`src/rtl/fifo_pkg.sv`:
```
// Shared types and constants for the synchronous FIFO read path.
package fifo_pkg;

  localparam int FIFO_DATA_WIDTH = 32;
  localparam int RD_BUF_DEPTH    = 2;

  typedef logic [FIFO_DATA_WIDTH-1:0] fifo_word_t;

  // Words held in the output buffer plus the one possibly on its way from the FIFO.
  function automatic logic [1:0] rd_occ(input logic [1:0] cnt, input logic inflight);
    return cnt + {1'b0, inflight};
  endfunction

endpackage

```
`src/rtl/fifo_rd_skid_buf.sv`:
```
// Two-entry circular output buffer for the FIFO read controller.
// A write strobe captures the word returned by the FIFO; a read strobe retires
// the head word. Flush empties the buffer and drops a same-edge write.
module fifo_rd_skid_buf
  import fifo_pkg::*;
#(
  parameter int DATA_WIDTH = FIFO_DATA_WIDTH
) (
  input  logic                  clk,
  input  logic                  rst_n,
  input  logic                  flush,
  input  logic                  wr_en,
  input  logic [DATA_WIDTH-1:0] wr_data,
  input  logic                  rd_en,
  output logic [1:0]            cnt,
  output logic [DATA_WIDTH-1:0] rd_data
);

  localparam int IDX_W = $clog2(RD_BUF_DEPTH);

  logic [DATA_WIDTH-1:0] mem_q [RD_BUF_DEPTH];
  logic [DATA_WIDTH-1:0] mem_d [RD_BUF_DEPTH];
  logic [IDX_W-1:0]      rd_idx_q, rd_idx_d;
  logic [IDX_W-1:0]      wr_idx_q, wr_idx_d;
  logic [1:0]            cnt_q, cnt_d;
  logic                  mem_we;

  assign mem_we = wr_en && !flush;

  // Next indices and fill count; flush wins over any capture or retire.
  always_comb begin
    rd_idx_d = rd_idx_q;
    wr_idx_d = wr_idx_q;
    cnt_d    = cnt_q;
    if (flush) begin
      rd_idx_d = '0;
      wr_idx_d = '0;
      cnt_d    = '0;
    end else begin
      if (wr_en) wr_idx_d = wr_idx_q + 1'b1;
      if (rd_en) rd_idx_d = rd_idx_q + 1'b1;
      cnt_d = cnt_q + {1'b0, wr_en} - {1'b0, rd_en};
    end
  end

  // Storage update; contents survive reset and flush.
  always_comb begin
    mem_d = mem_q;
    if (mem_we) mem_d[wr_idx_q] = wr_data;
  end

  // Control state register.
  always_ff @(posedge clk or negedge rst_n) begin
    if (!rst_n) begin
      rd_idx_q <= '0;
      wr_idx_q <= '0;
      cnt_q    <= '0;
    end else begin
      rd_idx_q <= rd_idx_d;
      wr_idx_q <= wr_idx_d;
      cnt_q    <= cnt_d;
    end
  end

  // Storage register, deliberately without reset.
  always_ff @(posedge clk) begin
    mem_q <= mem_d;
  end

  assign cnt     = cnt_q;
  assign rd_data = mem_q[rd_idx_q];

endmodule

```
`src/rtl/fifo_rd_ctrl.sv`:
```
// Read-side controller for the synchronous FIFO: issues pops, absorbs the
// FIFO's one-cycle read latency in a two-entry buffer and streams words out
// on valid/ready at up to one word per cycle.
// Optional statistics counters (words_out, stall_cyc) are built when
// FIFO_RD_STATS_EN is defined.
module fifo_rd_ctrl
  import fifo_pkg::*;
#(
  parameter int DATA_WIDTH = FIFO_DATA_WIDTH,
  parameter int CNT_WIDTH  = 16
) (
  input  logic                  clk,
  input  logic                  rst_n,
  input  logic                  fifo_empty,
  input  logic [DATA_WIDTH-1:0] fifo_data,
  output logic                  fifo_pop,
  input  logic                  flush,
  output logic                  m_valid,
  output logic [DATA_WIDTH-1:0] m_data,
  input  logic                  m_ready
`ifdef FIFO_RD_STATS_EN
  ,
  output logic [CNT_WIDTH-1:0]  words_out,
  output logic [CNT_WIDTH-1:0]  stall_cyc
`endif
);

  if (CNT_WIDTH < 1) begin : g_bad_cnt_width
    $error("fifo_rd_ctrl: CNT_WIDTH must be at least 1");
  end

  logic       inflight_q, inflight_d;
  logic [1:0] cnt;
  logic [1:0] occ;
  logic       xfer;

  assign occ     = rd_occ(cnt, inflight_q);
  assign m_valid = (cnt != 2'd0);
  assign xfer    = m_valid && m_ready;

  // Pop request: room for another word, or a slot freeing this very edge.
  // The m_ready term keeps the pipe at one word per cycle; rst_n holds pop
  // low while reset is asserted.
  always_comb begin
    fifo_pop = 1'b0;
    if (rst_n && !flush && !fifo_empty) begin
      fifo_pop = (occ < 2'd2) || (occ == 2'd2 && cnt != 2'd0 && m_ready);
    end
    inflight_d = fifo_pop;
  end

  // In-flight flag: a pop accepted this edge returns data next edge.
  always_ff @(posedge clk or negedge rst_n) begin
    if (!rst_n) inflight_q <= 1'b0;
    else        inflight_q <= inflight_d;
  end

  fifo_rd_skid_buf #(
    .DATA_WIDTH (DATA_WIDTH)
  ) u_skid_buf (
    .clk     (clk),
    .rst_n   (rst_n),
    .flush   (flush),
    .wr_en   (inflight_q),
    .wr_data (fifo_data),
    .rd_en   (xfer),
    .cnt     (cnt),
    .rd_data (m_data)
  );

`ifdef FIFO_RD_STATS_EN
  logic [CNT_WIDTH-1:0] words_q, words_d;
  logic [CNT_WIDTH-1:0] stall_q, stall_d;

  // Saturating counters of delivered words and backpressure cycles; flush
  // leaves them alone.
  always_comb begin
    words_d = words_q;
    stall_d = stall_q;
    if (xfer && words_q != {CNT_WIDTH{1'b1}})
      words_d = words_q + 1'b1;
    if (m_valid && !m_ready && stall_q != {CNT_WIDTH{1'b1}})
      stall_d = stall_q + 1'b1;
  end

  // Statistics registers, cleared only by reset.
  always_ff @(posedge clk or negedge rst_n) begin
    if (!rst_n) begin
      words_q <= '0;
      stall_q <= '0;
    end else begin
      words_q <= words_d;
      stall_q <= stall_d;
    end
  end

  assign words_out = words_q;
  assign stall_cyc = stall_q;
`endif

endmodule

```
`config.mk`:
```
export PLATFORM = sky130hd
export DESIGN_NAME = fifo_rd_ctrl
export DESIGN_NICKNAME = d
export VERILOG_FILES = /design/src/rtl/fifo_pkg.sv /design/src/rtl/fifo_rd_skid_buf.sv /design/src/rtl/fifo_rd_ctrl.sv
export SDC_FILE = /design/constraint.sdc
export NUM_CORES = 1
export LEC_CHECK = 0
export CELL_PAD_IN_SITES_DETAIL_PLACEMENT = 0
export CELL_PAD_IN_SITES_GLOBAL_PLACEMENT = 1
export CORE_MARGIN = 4
export CORE_UTILIZATION = 43
export DETAILED_ROUTE_END_ITERATION = 10
export GPL_TIMING_DRIVEN = 0
export PLACE_DENSITY = 0.93
export SLEW_MARGIN = 20
export SYNTH_ARGS = -nofsm -noshare
export SYNTH_HDL_FRONTEND = slang
export SYNTH_SLANG_ARGS = --single-unit
```
`constraint.sdc`:
```
create_clock -name clk -period 5.6 [get_ports clk]
set_input_delay 1.12 -clock clk [delete_from_list [all_inputs] [get_ports clk]]
set_output_delay 1.12 -clock clk [all_outputs]
set_load 0.005 [all_outputs]
```
-- Yosys cells after proc, flatten, opt, wreduce, memory -nomap -nowiden
Cells that the tools add are included.
- word-level logic and storage cells: 42
- output and inout port bits: 34
- flip-flop bits (word level): 69
- bits of input ports: 37
- equal/unequal tests: 1
- add/sub/neg operators: 4
- bitwise logic cells: 2
- $lt $le $gt $ge: 4
- muxes and demuxes: 12
- reduce and logical (&&, ||, !) cells: 13
- operators with widths (cell ; number):
    32-bit two-way mux ; 4
    64-bit bitwise mux ; 1
    32-bit demux with 1-bit select ; 1
    1-bit logical AND ; 7
    2-bit nonzero test ; 3
    1-bit two-way mux ; 5
    2-bit >= comparator, second input constant ; 2
    1-bit inverter with 2-bit output ; 2
    1-bit adder, second input constant ; 2
    2-bit by 1-bit adder with 2-bit output ; 1
    2-bit == test, second input constant ; 1
    1-bit logical NOT ; 2
    2-bit by 1-bit < comparator with 1-bit output, second input constant ; 1
    2-bit < comparator, second input constant ; 1
    2-bit two-way mux ; 1
    2-bit by 1-bit subtractor with 2-bit output ; 1
    1-bit logical OR ; 1

-- Longest topological paths before layout
Gate-level depths: netlist of run 1.
- depth after elaboration: 6
- depth in mapped cells: 5
- depth with buffers taken out: 5

-- Cells and area by module
A second synthesis of run 1 with hierarchy kept.
- cells, all modules: 126
- area, all modules: 2755.1 sq um
- by module, submodules not included (module ; cells each ; seq. area each (sq um) ; area an instance (sq um) ; times used):
    fifo_rd_skid_buf ; 117 ; 2021.9 ; 2665.1 ; 1
    fifo_rd_ctrl ; 9 ; 25.0 ; 90.1 ; 1

-- Least setup slack after synthesis of run 1
Ideal clock, no wire load.
- path kind: input port to flip-flop
- start point: in flush
- end point: reg u_skid_buf.mem_q[32] (netlist bit), enable pin
- buffers on the path: 1
- data required time: 5.132 ns
- setup time: 0.468 ns
- stages: 2
- path slack: 1.507 ns
- data arrival time: 3.626 ns
- cell sequence: buf_6 > nor3b_1
- word-level cells in the longest chain between the ends: 2
- ends and longest elaborated chain (element ; RTL line ; source):
    start, declared ; fifo_rd_ctrl.sv:17 ; input logic flush,
    1-bit logical NOT ; fifo_rd_skid_buf.sv:28 ; assign mem_we = wr_en && !flush;
    1-bit logical AND ; fifo_rd_skid_buf.sv:28 ;
    end signal, assigned ; fifo_rd_skid_buf.sv:67 ; mem_q <= mem_d;
    end, declared ; fifo_rd_skid_buf.sv:21 ; logic [DATA_WIDTH-1:0] mem_q [RD_BUF_DEPTH];
No other way between the ends.
A chain may end at the register's enable or synchronous reset.

-- Worst setup path in the final report of run 1
- start point: in rst_n
- end point: out fifo_pop
- word-level cells in the longest chain between the ends: 3
- ends and longest elaborated chain (element ; RTL line ; source):
    start, declared ; fifo_rd_ctrl.sv:13 ; input logic rst_n,
    1-bit logical AND (2 in a row) ; fifo_rd_ctrl.sv:46 ; if (rst_n && !flush && !fifo_empty) begin
    1-bit two-way mux ; fifo_rd_ctrl.sv:46 ;
    end, declared ; fifo_rd_ctrl.sv:16 ; output logic fifo_pop,
No other way between the ends.

==> results of run 1 <==
==> sequential cells by signal, indices dropped and copies added (netlist names) <==
signal	flops
inflight_q	1
u_skid_buf.rd_idx_q	1
u_skid_buf.cnt	2
u_skid_buf.mem_q	64
u_skid_buf.wr_idx_q	1
==> metrics by stage <==
stage	std cells	cell area, um^2	hold WS, ns
after floorplan	127	2608	0.5164
after global placement	271	3392	0.5342
after detailed placement	275	3427	0.5639
after CTS	291	3585	0.5831
after global routing	291	3585	0.6182
final	291	3585	0.5809
==> final cells by class <==
cell class                      count  area [um^2]
Sequential cell                    69         2047
Inverter                            2        7.507
Fill cell                         434         2301
Tap cell                           75        93.84
Clock buffer                       10        127.6
Timing Repair Buffer               73        720.7
Clock inverter                      6        30.03
Multi-Input combinational cell     51        519.2
Buffer                              5        38.79
==> per-layer routing <==
layer | vias to the layer above | wire (um) | GRT usage | share of wire
li1 | 657 | - | - | -
met1 | 659 | 1953 | 0.1673 | 0.42
met2 | 47 | 2331 | 0.2249 | 0.50
met3 | 6 | 264 | 0.04707 | 0.057
met4 | 0 | 75 | 0.07050 | 0.016
met5 | - | 0 | 0 | 0
==> power breakdown <==
part	switching [mW]	total [mW]	internal, mW	leakage [nW]
Clock	0.167	0.322	0.155	0.0809
Combinational	0.111	0.315	0.204	0.526
Sequential	0.00875	0.592	0.584	0.646
Total	0.287	1.23	0.943	1.25
==> worst max-delay path, cell delays in order <==
cell,delay [ns]
clkdlybuf4s50_1,0.61
or3b_1,0.38
a221oi_2,0.21
clkdlybuf4s50_1,0.55
==> final timing paths <==
check / slack [ns] / to / startpoint / depth (start not counted)
min in group asynchronous: 1.03 / inflight_q / rst_n / 1
min reg2reg: 0.58 / u_skid_buf.wr_idx_q / u_skid_buf.wr_idx_q / 2
max: 1.60 / fifo_pop / rst_n / 4
max in group asynchronous: 4.37 / u_skid_buf.cnt[0] / rst_n / 1
min: 0.58 / u_skid_buf.wr_idx_q / u_skid_buf.wr_idx_q / 2
max reg2reg: 3.99 / u_skid_buf.mem_q[53] / inflight_q / 3
==> cells in the final DEF (no fill, tap or decap), types with 2 or more instances in the layout <==
cell type        instances
buf_4                    7
clkbuf_8                 9
clkdlybuf4s50_1         69
clkinv_1                 2
clkinv_2                 3
dfrtp_1                  5
edfxtp_1                64
ha_1                     2
inv_1                    2
mux2_1                   3
mux2_2                  31
nor2_1                   5
==> cells by family (layout without fill, tap and decap cells) <==
family	count (synthesis)	after routing	share of synthesized area
xor+xnor	2	2	0.006719
flops	69	69	0.7850
buf+inv	7	96	0.01775
fa+ha+maj	2	2	0.009595
mux	34	34	0.1468
simple gates	11	11	0.02544
compound gates	2	2	0.008637
==> cell usage after synthesis (2+ instances only) <==
| library cell | instances | area (um^2) |
|---|---|---|
| edfxtp_1 | 64 | 1922 |
| inv_1 | 2 | 7.510 |
| mux2_2 | 31 | 349.1 |
| ha_1 | 2 | 25.02 |
| buf_4 | 3 | 22.52 |
| nor2_1 | 5 | 18.77 |
| mux2_1 | 3 | 33.78 |
| dfrtp_1 | 5 | 125.1 |
==> metrics.yaml, run 1 <==
layout:
  drive_above_1_share: 0.2639
  final_util: 0.6091
  layout.nets: 250
  diodes: 0
  area.growth.synth_to_final_pct: 37.48
critical_path:
  critical_path_class: "input pin to output pin"
  worstPathArrival_ns: 2.88
  required_ns: 4.48
  end_kind: "output pin"
  cp_max_fo: 6
  cp-start-kind: "input pin"
route:
  drcViolationCount: 0
  initialDrtViolationCount: 74
  dr.pass1.iters: 4
  dr_total_vias: 1369
  vias_per_cell: 4.704
  wl_per_cell_um: 15.89
  antenna_left: 0
  wl_um: 4624
placement:
  place_ws_ns: 1.597
  gp_congestion: 0.6697
  post-dp-hpwl_um: 3246
  portBuffers: 69
cts:
  tritoncts: "built"
  cts_buffers: 9
  cts_setup_buffers: 0
  htree_levels: 3
  holdBufCountCts: 0
  clock-root-buffer: "clkbuf_8"
  clock_latency_ns: 0.33
  cts_max_path_buffers: 2
  clkSlewWorstSetupHoldPaths_ns: 0.06
  cts_resized: 0
  clock-sinks: 69
die:
  core_um2: 5886
  start_util: 0.4430
  fp.dieH_um: 85.87
  die_x_um: 85.87
  io_pins: 71
  dieArea_um2: 7374
  std_cell_rows: 28
synth:
  postSynthCellCount: 127
  ys_warn_count: 0
  syn_avg_cell_area_um2: 20.53
  synth_edf_count: 64
  synth_fp_nets: 166
  synth.ff_latch_count: 69
  synth.distinct_cells: 20
  syn_area_um2: 2608
  seq_area_frac_synth: 0.7850
  synth_ff_type: "edfxtp_1"
  ys_async_sr_fraction: 0.07246
timing:
  finalSetupViolations: 0
  rsz0062_at_grt: "no"
  hold_violations: 0
  setup_ws_ns: 1.601
  finalClockSkew_ns: 0.005837
  worst_slew_pin_slew_ns: 0.7476
  tns_ns: 0
  slew_headroom: 0.5016
  drv_slew: 0
  timing.final.crit_period_ns: 3.999
  fmax_ghz: 0.2501
  period_share: 0.7140
grt:
  grt_pass1_wl_um: 7624
  grt_remaining_overflow: 0
  gr-usage-all-layers: 0.1398
  antenna_found_initial: 0
  first_global_vias: 1517
  grt_max_degree: 33
pwr:
  powerDensity_nw_per_um2: 343.1
  ir_worst_vdd_mv: 0.1554
  leakage_nw: 1.252
  p_total_mw: 1.230
hold_path:
  hp-class: "flop to flop"
flow_run:
  max_cap_viol_count: 0
outcome:
  status: "completed"
(Power assumes the default switching activity.)
==> inputs of run 2 (changes only) <==
--- a/config.mk
+++ b/config.mk
@@ -8,10 +8,10 @@
 export CELL_PAD_IN_SITES_DETAIL_PLACEMENT = 0
 export CELL_PAD_IN_SITES_GLOBAL_PLACEMENT = 1
 export CORE_MARGIN = 4
-export CORE_UTILIZATION = 43
+export CORE_UTILIZATION = 36
 export DETAILED_ROUTE_END_ITERATION = 10
 export GPL_TIMING_DRIVEN = 0
-export PLACE_DENSITY = 0.93
+export PLACE_DENSITY = 0.84
 export SLEW_MARGIN = 20
 export SYNTH_ARGS = -nofsm -noshare
 export SYNTH_HDL_FRONTEND = slang
==> constraint.sdc (replaced) <==
create_clock -name clk -period 3.6 [get_ports clk]
set_input_delay 0.72 -clock clk [delete_from_list [all_inputs] [get_ports clk]]
set_output_delay 0.72 -clock clk [all_outputs]
set_load 0.005 [all_outputs]
==> metrics.yaml, run 2 (synthesis results as in run 1) <==
layout:
  final_util: 0.5304  # was 0.6091
  area.growth.synth_to_final_pct: 40.50  # was 37.48%
  largest_reg_flops: 64  # unchanged
  finalNonFillerCells: 310  # was 291
  diodes: 0  # unchanged
  final_cell_mix: "clkdlybuf4s50_1 (69), edfxtp_1 (64), mux2_2 (31)"  # unchanged
  layout.nets: 248  # was 250
  final_common_cell: "clkdlybuf4s50_1"  # unchanged
  drive_above_1_share: 0.2570  # was 0.2639
  largest-register: "u_skid_buf.mem_q"  # unchanged
  n_fill_cell: 593  # was 434
die:
  start_util: 0.3775  # was 0.4430
  std_cell_rows: 30  # was 28
  die_x_um: 93.11  # was 85.87 um
  dieArea_um2: 8669  # was 7374 um^2
  fp.dieH_um: 93.11  # was 85.87 um
  io_pins: 71  # unchanged
  core_um2: 6907  # was 5886 um^2
critical_path:
  end_kind: "output pin"  # unchanged
  rr_worst_depth: 1  # was 3
  cp_num_buf_inv: 2  # unchanged
  crit_top_cell: "clkdlybuf4s50_1"  # unchanged
  required_ns: 2.88  # was 4.48 ns
  max_stage_delay_ns: 0.63  # was 0.61 ns
  reg2reg_from: "u_skid_buf.wr_idx_q"  # was inflight_q
  cpMaxStageDelayCell: "clkdlybuf4s50_1"  # unchanged
  critical_path_class: "input pin to output pin"  # unchanged
  worstPathArrival_ns: 2.48  # was 2.88 ns
  rr_endpoint: "u_skid_buf.mem_q[31]"  # was u_skid_buf.mem_q[53]
  cp_max_fo: 6  # unchanged
  cp-start-kind: "input pin"  # unchanged
  path_cells: "clkdlybuf4s50_1, or3b_1, a221oi_2, clkdlybuf4s50_1"  # unchanged
  r2r_slack_ns: 2.04  # was 3.99 ns
  crit_family: "buffers and inverters"  # unchanged
pwr:
  comb_power_share: 0.238  # was 0.256
  internal_power_mw: 1.615  # was 0.9426 mW
  p_total_mw: 2.069  # was 1.230 mW
  pwr-share-seq: 0.446  # was 0.482
  switchingPower_mw: 0.4540  # was 0.2874 mW
  leakage_nw: 1.264  # was 1.252 nW
  ir_worst_vdd_mv: 0.2483  # was 0.1554 mV
  powerDensity_nw_per_um2: 564.7  # was 343.1 nW/um^2
  p_sw_frac: 0.2195  # was 0.2337
  p_clk_frac: 0.317  # was 0.262
route:
  antenna_left: 0  # unchanged
  vias_per_cell: 4.390  # was 4.704
  initialDrtViolationCount: 26  # was 74
  drcViolationCount: 0  # unchanged
  dr.pass1.iters: 3  # was 4
  dr_total_vias: 1361  # was 1369
  wl_per_cell_um: 14.43  # was 15.89 um
  wl_um: 4472  # was 4624 um
grt:
  grt_pass1_wl_um: 7148  # was 7624 um
  antenna_found_initial: 0  # unchanged
  grt_remaining_overflow: 0  # unchanged
  first_global_vias: 1496  # was 1517
  grt_max_degree: 33  # unchanged
  gr-usage-all-layers: 0.1106  # was 0.1398
timing:
  setup_ws_ns: 0.4025  # was 1.601 ns
  rsz0062_at_grt: "no"  # unchanged
  drv_slew: 0  # unchanged
  finalSetupViolations: 0  # unchanged
  tns_ns: 0  # unchanged
  finalClockSkew_ns: 0.005299  # was 0.005837 ns
  timing.final.crit_period_ns: 3.198
  slew_headroom: 0.4632  # was 0.5016
  worst_slew_pin_slew_ns: 0.8052  # was 0.7476 ns
  hold_violations: 0  # unchanged
  period_share: 0.8882
  fmax_ghz: 0.3127
cts:
  clock-root-buffer: "clkbuf_8"  # unchanged
  cts_resized: 0  # unchanged
  clock-sinks: 69  # unchanged
  holdBufCountCts: 0  # unchanged
  cts_setup_buffers: 0  # unchanged
  cts_max_path_buffers: 2  # unchanged
  clkSlewWorstSetupHoldPaths_ns: 0.06  # about the same
  clock_latency_ns: 0.33  # about the same
  htree_levels: 3  # unchanged
  cts_buffers: 9  # unchanged
  tritoncts: "built"  # unchanged
hold_path:
  hp-class: "input pin to flop"  # was flop to flop
  worstHoldPathCells: 2  # unchanged
  whs_endpoint: "u_skid_buf.cnt[0]"  # was u_skid_buf.wr_idx_q
  hold_start: "flush"  # was u_skid_buf.wr_idx_q
flow_run:
  max_cap_viol_count: 0  # unchanged
placement:
  place_inst: 294  # was 275
  gp_congestion: 0.7115  # was 0.6697
  post-dp-hpwl_um: 3094  # was 3246 um
  portBuffers: 69  # unchanged
  place_ws_ns: 0.3781  # was 1.597 ns
outcome:
  status: "completed"  # unchanged
==> run 2: cell count changes in the layout (fill, tap and decap cells not counted), moves of 2 or more <==
cell and change:
buf_4 -4, bufinv_16 +2, clkinv_2 -2, clkinv_1 -2, clkbuf_1 +2
==> run 2: power by group through the flow <==
stage               sequential (mW)  combinational, mW  clock (mW)
finish                        0.922              0.491       0.656
global route                  0.924              0.533       0.709
CTS                           0.922              0.503       0.677
detailed placement            0.939              0.499           0
global placement              0.939              0.492           0
floorplan                     0.937              0.245           0
==> run 2: area by class of cell <==
cell class                 instances  area, um^2  share of cell area
sequential                        69        2047              0.5587
timing repair buffer              71       716.9              0.1957
multi-input combinational         51       525.5              0.1434
clock buffer                      12       135.1             0.03689
tap                               96       120.1             0.03279
clock inverter                     4       72.57             0.01981
buffer                             5       38.79             0.01059
inverter                           2       7.507            0.002049
==> run 2: per-stage QoR <==
stage	cell area [um^2]	hold WS, ns
2_1_floorplan	2613	0.4244
3_3_place_gp	3423	0.5544
3_5_place_dp	3456	0.5935
4_1_cts	3664	0.5672
5_1_grt	3664	0.5792
6_report	3664	0.5856
==> run 2: metal layers <==
metal  wire length, um  global-route usage  up-vias  part of all wire
li1                  -                   -      653                 -
met1              1789              0.1237      652              0.40
met2              2285              0.1872       49              0.51
met3               333             0.04103        7             0.074
met4                64             0.05128        0             0.014
met5                 0                   0        -                 0
==> run 2: worst max path at each step <==
stage / from / end / slack, ns / cells past startpoint
6_report: rst_n / fifo_pop / 0.40 / 4
3_3_place_gp: flush / u_skid_buf.mem_q[63] / 0.34 / 2
5_1_grt: rst_n / fifo_pop / 0.28 / 4
3_5_place_dp: rst_n / fifo_pop / 0.38 / 4
2_1_floorplan: flush / u_skid_buf.mem_q[32] / 1.03 / 2
4_1_cts: rst_n / fifo_pop / 0.38 / 4
==> variant 1: new RTL, settings of run 2 <==
Add a define of `FIFO_RD_STATS_EN`.
--- a/src/rtl/fifo_rd_ctrl.sv
+++ b/src/rtl/fifo_rd_ctrl.sv
@@ -5,2 +5,4 @@
 // FIFO_RD_STATS_EN is defined.
+`define FIFO_RD_STATS_EN
+
 module fifo_rd_ctrl
Function (old outputs only; new: stall_cyc and words_out): kept (Yosys induction, for registers that start in step).
==> variant 1 against run 2 <==
Global-route usage rose by 2.1 points. Largest cell class unchanged. Largest power group unchanged. First-iteration DRC count rose to 5.8 times the old value. Sequential cell count rose by 32. Non-clock buffer count rose by 36. Routed wire length rose by 87%. Area after synthesis rose by 59%. Worst setup slack improved by 0.19 ns. Design area rose by 56%. Total power rose by 54%.
==> variant 1: results (changes against run 2) <==
- The post-synthesis net count came to 306 (+84%).
- The per-cell via count in the routed design is 4.88 (+11%).
- The run finished with clean final reports.
- The data arrival time of the critical path is 2.29 ns (-0.19 ns).
- Sorting the synthesized cells by how often they occur yields 64 x edfxtp_1, 37 x dfrtp_1, 34 x mux2_2, 22 x xor2_1, 12 x nor2_1.
- The number of different library cells in the post-synthesis netlist is 40 (+100%).
- The worst slack at placement is 0.642 ns (+0.264 ns).
- The synthesized-area fraction occupied by ao, oa, aoi and oai cells was 0.0166 (+0.00798).
- The detailed-routing wirelength on met1 is 3760 um (+110%).
- The final setup skew is 0.00443 ns (-0.000866 ns).
- The register-to-register setup slack was 1.74 ns (-0.30 ns).
- The aggregate routed wire length is 8340 um (+87%).
- The worst hold slack across all endpoints was 0.219 ns (-0.367 ns).
- Clock tree synthesis selected as its root buffer the cell clkbuf_16.
- The synthesized instance count is 265 (+110%).
- The synthesized-area fraction occupied by xor and xnor cells was 0.0613 (+0.0546).
- The launch point of the worst path is u_skid_buf.rd_idx_q.
- In this run the critical register-to-register path is launched from stall_cyc[1].
- The post-place instance area is 5410 um^2 (+57%).
- The slowest stage cell on the critical path is clkbuf_1.
- The clock period minus worst slack was 3.01 ns (-0.192 ns).
- The length of routed met3 wiring was 576 um (+73%).
- After synthesis, the cell types taking the most area are edfxtp_1 46%, dfrtp_1 22%, mux2_2 9.2%.
- The fill cell instance count of the final layout came to 984 (+66%).
- The global-route wire length before repair is 13700 um (+91%).
- The path class of the tightest hold or removal check is input pin to async pin.
- The met2 global-route usage came to 0.211 (+0.0243).
- The net total in the final layout is 425 (+71%).
- The worst slew slack as a fraction of its limit is 0.615 (+0.152).
-- variant 1: cell types whose count changed in the layout (fill, tap and decap cells not counted), sizes merged, moves of 4 or more --
cell           before  now
nand3               0    6
clkdlybuf4s50      69  101
dfrtp               5   37
nor3                0   10
nand4               0   12
o21ai               0    4
nand2               0   11
nor4                0    9
xnor2               1    7
nor2                5   13
xor2                1   22
and3                0    4
-- variant 1: area by class of cell --
cell class	instances	area, um^2	share of cell area
Inverter	2	7.51	0.00131
Buffer	4	16.3	0.00284
Tap cell	140	175	0.0306
Multi-Input combinational cell	158	1270	0.223
Clock inverter	6	88.8	0.0155
Sequential cell	101	2850	0.497
Timing Repair Buffer	108	1090	0.190
Clock buffer	9	225	0.0393
-- variant 1: worst max-delay path by stage --
stage                                 to
floorplan           u_skid_buf.mem_q[32]
global placement    u_skid_buf.mem_q[58]
detailed placement              fifo_pop
CTS                           m_data[21]
global route                   m_data[6]
finish                        m_data[19]
==> variant 2: new RTL, settings of run 2 <==
Made on the original files. `RD_BUF_DEPTH`: 2 -> 4.
--- a/src/rtl/fifo_pkg.sv
+++ b/src/rtl/fifo_pkg.sv
@@ -4,3 +4,3 @@
   localparam int FIFO_DATA_WIDTH = 32;
-  localparam int RD_BUF_DEPTH    = 2;
+  localparam int RD_BUF_DEPTH    = 4;
 
Formal check against the unedited RTL: not equivalent (a bounded check fails within 10 cycles, from zero or initial values and one cycle with rst_n low).
==> variant 2 against run 2 <==
Routed wire length up 95%. Area after synthesis up 96%. Design area up 82%. Register-to-register slack worse by 0.11 ns. Utilization down 4.9 points. Critical path depth unchanged. Count of clock-buffer cells in the layout up 8. Clock power up 130%. Global-route usage up 0.58 points. Total power up 92%. First-iteration DRC count rose to 6.1 times the old value. Worst setup slack worse by 0.027 ns. Sequential cell count up 66. Critical path type unchanged. Largest cell class unchanged.
==> variant 2: results (changes against run 2) <==
- The flow ran to the end, and the final reports show no timing, DRC or antenna violations.
- The net total in the final layout was 348 (+40%).
- The layout cell share with drive strength beyond 1 is 0.237 (-0.0204).
- The worst slew slack as a fraction of its limit is 0.693 (+0.230).
- The register-to-register setup slack was 1.93 ns (-0.11 ns).
- The post-cts resize count was 0 (unchanged).
- The total setup buffers inserted after CTS was 0 (unchanged).
- The worst slack at placement is 0.0473 ns (-0.331 ns).
- The worst-path maximum fanout is 2 (-4).
- The final setup skew is 0.00988 ns (+0.00458 ns).
- The count of port buffers added during placement was 70 (+1.4%).
- The proportion of register bits with asynchronous set or reset after synthesis is 0.0519 (-0.0206).
- The synthesized-area fraction occupied by ao, oa, aoi and oai cells is 0.00465 (-0.00399).
- The class of the most critical hold timing path is input pin to async pin.
- The global-route wire length before repair is 13800 um (+93%).
- The stage delay of the slowest cell on the critical path is 0.58 ns (-0.05 ns).
- The commonest cells after synthesis are 128 x edfxtp_1, 28 x mux4_2, 7 x dfrtp_1, 7 x nor2_1, 6 x ha_1.
- The number of antenna violations at the first check in global routing is 0 (unchanged).
- The final critical-path share of the clock period is 0.896 (+0.00756).
- The final weighted congestion in routability-driven placement is 0.705 (-0.90%).
- The most instantiated flip-flop cell in the synthesis netlist is edfxtp_1.
- The post-place instance area came to 6150 um^2 (+78%).
- The highest ir drop seen on vdd is 0.000312 V (+26%).
- The starting DRC count in detailed routing is 159 (+510%).
- Yosys attributes the largest share of cell area to edfxtp_1 75%, mux4_2 12%, dfrtp_1 3.4%.
- The adder-cell share of the synthesized area is 0.0147 (+0.00509).
- The half-perimeter wire length after placement is 5840 um (+89%).
- The leakage power of the design is 2.20 nW (+74%).
- The clock buffer count from CTS is 17 (+8).
- The overall routing resource usage is 0.116 (+0.00578).
- u_skid_buf.mem_q holds more flip-flops than any other register.
- The number of hold violations in the final report was 0 (unchanged).
- The flip-flop count of the largest register, all copies and words added is 128 (+100%).
- The maximum level of the CTS H-tree is 4 (+1).
- The per-cell via count in the routed design is 4.73 (+7.7%).
- The data arrival time of the critical path came to 2.50 ns (+0.02 ns).
- The slowest stage cell on the critical path is clkdlybuf4s50_1.
- The fraction of the yosys area taken by sequential cells is 0.786 (+0.00126).
- The number of antenna repair diodes is 0 (unchanged).
- The via count of the first global-routing pass is 2574 (+72%).
- The number of warnings printed during yosys synthesis is 0 (unchanged).
- The number of different library cells in the post-synthesis netlist is 23 (+15%).
- The maximum number of pins on one net before global-route repair is 21 (-36%).
- The number of flops mapped to enable cells by yosys is 128 (+100%).
- The synthesized-area fraction occupied by xor and xnor cells came to 0.00343 (-0.00329).
- The multiplexer area fraction after synthesis was 0.153 (+0.00568).
- The number of buffers on the longest clock path is 2 (unchanged).
- The power spent charging and discharging nets is 839 uW (+85%).
- The master cell of the clock root buffer is clkbuf_16.
- The post-synthesis net count is 255 (+54%).
- The detailed-router iteration count before antenna repair is 4 (+1).
- The latest clock arrival within the worst-skew pair is 0.41 ns (+0.08 ns).
- The aggregate routed wire length is 8710 um (+95%).
- Clock-pin slew was measured on the worst setup and hold paths at approximately 0.050 ns.
variant 2: changes by cell type after synthesis, moves of 3 or more:
cell,before,now
and2_1,0,4
buf_2,1,4
buf_4,3,0
edfxtp_1,64,128
ha_1,2,6
mux2_1,3,0
mux2_2,31,3
mux4_1,0,4
mux4_2,0,28
nor2b_1,1,4
variant 2: critical path, delay by kind of cell:
kind,cells,cell delay [ns]
buf+inv,2,0.99
simple gates,1,0.46
compound gates,1,0.33
variant 2: stage by stage:
| stage | power [mW] | instances | util | hold WS, ns |
|---|---|---|---|---|
| after floorplan | 2.19 | 212 | - | 0.424 |
| after global placement | 2.50 | 462 | 0.435 | 0.561 |
| after detailed placement | 2.51 | 466 | 0.443 | 0.585 |
| after CTS | 4.03 | 497 | 0.481 | 0.580 |
| after global routing | 4.14 | 497 | 0.481 | 0.212 |
| final | 3.97 | 497 | 0.481 | 0.204 |
variant 2: metal layers:
metal	global-route usage	part of all wire
met4	0.0454	0.011
met1	0.131	0.40
met2	0.196	0.53
met5	0	0
met3	0.0502	0.059
variant 2: cells by family after synthesis:
logic type / Yosys count
AOI/OAI and AO/OA: 3
adders and majority gates: 6
buffers and inverters: 13
muxes: 36
xor gates and xnor gates: 2
DFF: 135
and+or+nand+nor: 17
variant 2: cell type report:
cell class                      instances  area, um^2
Fill cell                            1141        7200
Clock inverter                         11        85.1
Buffer                                  9        90.1
Inverter                                4        15.0
Sequential cell                       135        4020
Multi-Input combinational cell         64         992
Tap cell                              180         225
Timing Repair Buffer                   74         813
Clock buffer                           20         437
variant 2: power by group through the flow:
stage	clock network (mW)	registers, mW	logic (mW)
finish	1.51	1.77	0.688
global route	1.62	1.77	0.749
CTS	1.55	1.77	0.711
detailed placement	0	1.80	0.706
global placement	0	1.80	0.695
floorplan	0	1.80	0.390
variant 2: final timing paths:
check / depth (start not counted) / to / startpoint
worst max register to register: 3 / u_skid_buf.mem_q[121] / inflight_q
max in group asynchronous: 1 / u_skid_buf.rd_idx_q[0] / rst_n
min in group clk: 2 / u_skid_buf.wr_idx_q[1] / u_skid_buf.wr_idx_q[1]
worst min register to register: 2 / u_skid_buf.wr_idx_q[1] / u_skid_buf.wr_idx_q[1]
worst max-delay path: 4 / fifo_pop / flush
worst min-delay path: 1 / inflight_q / rst_n
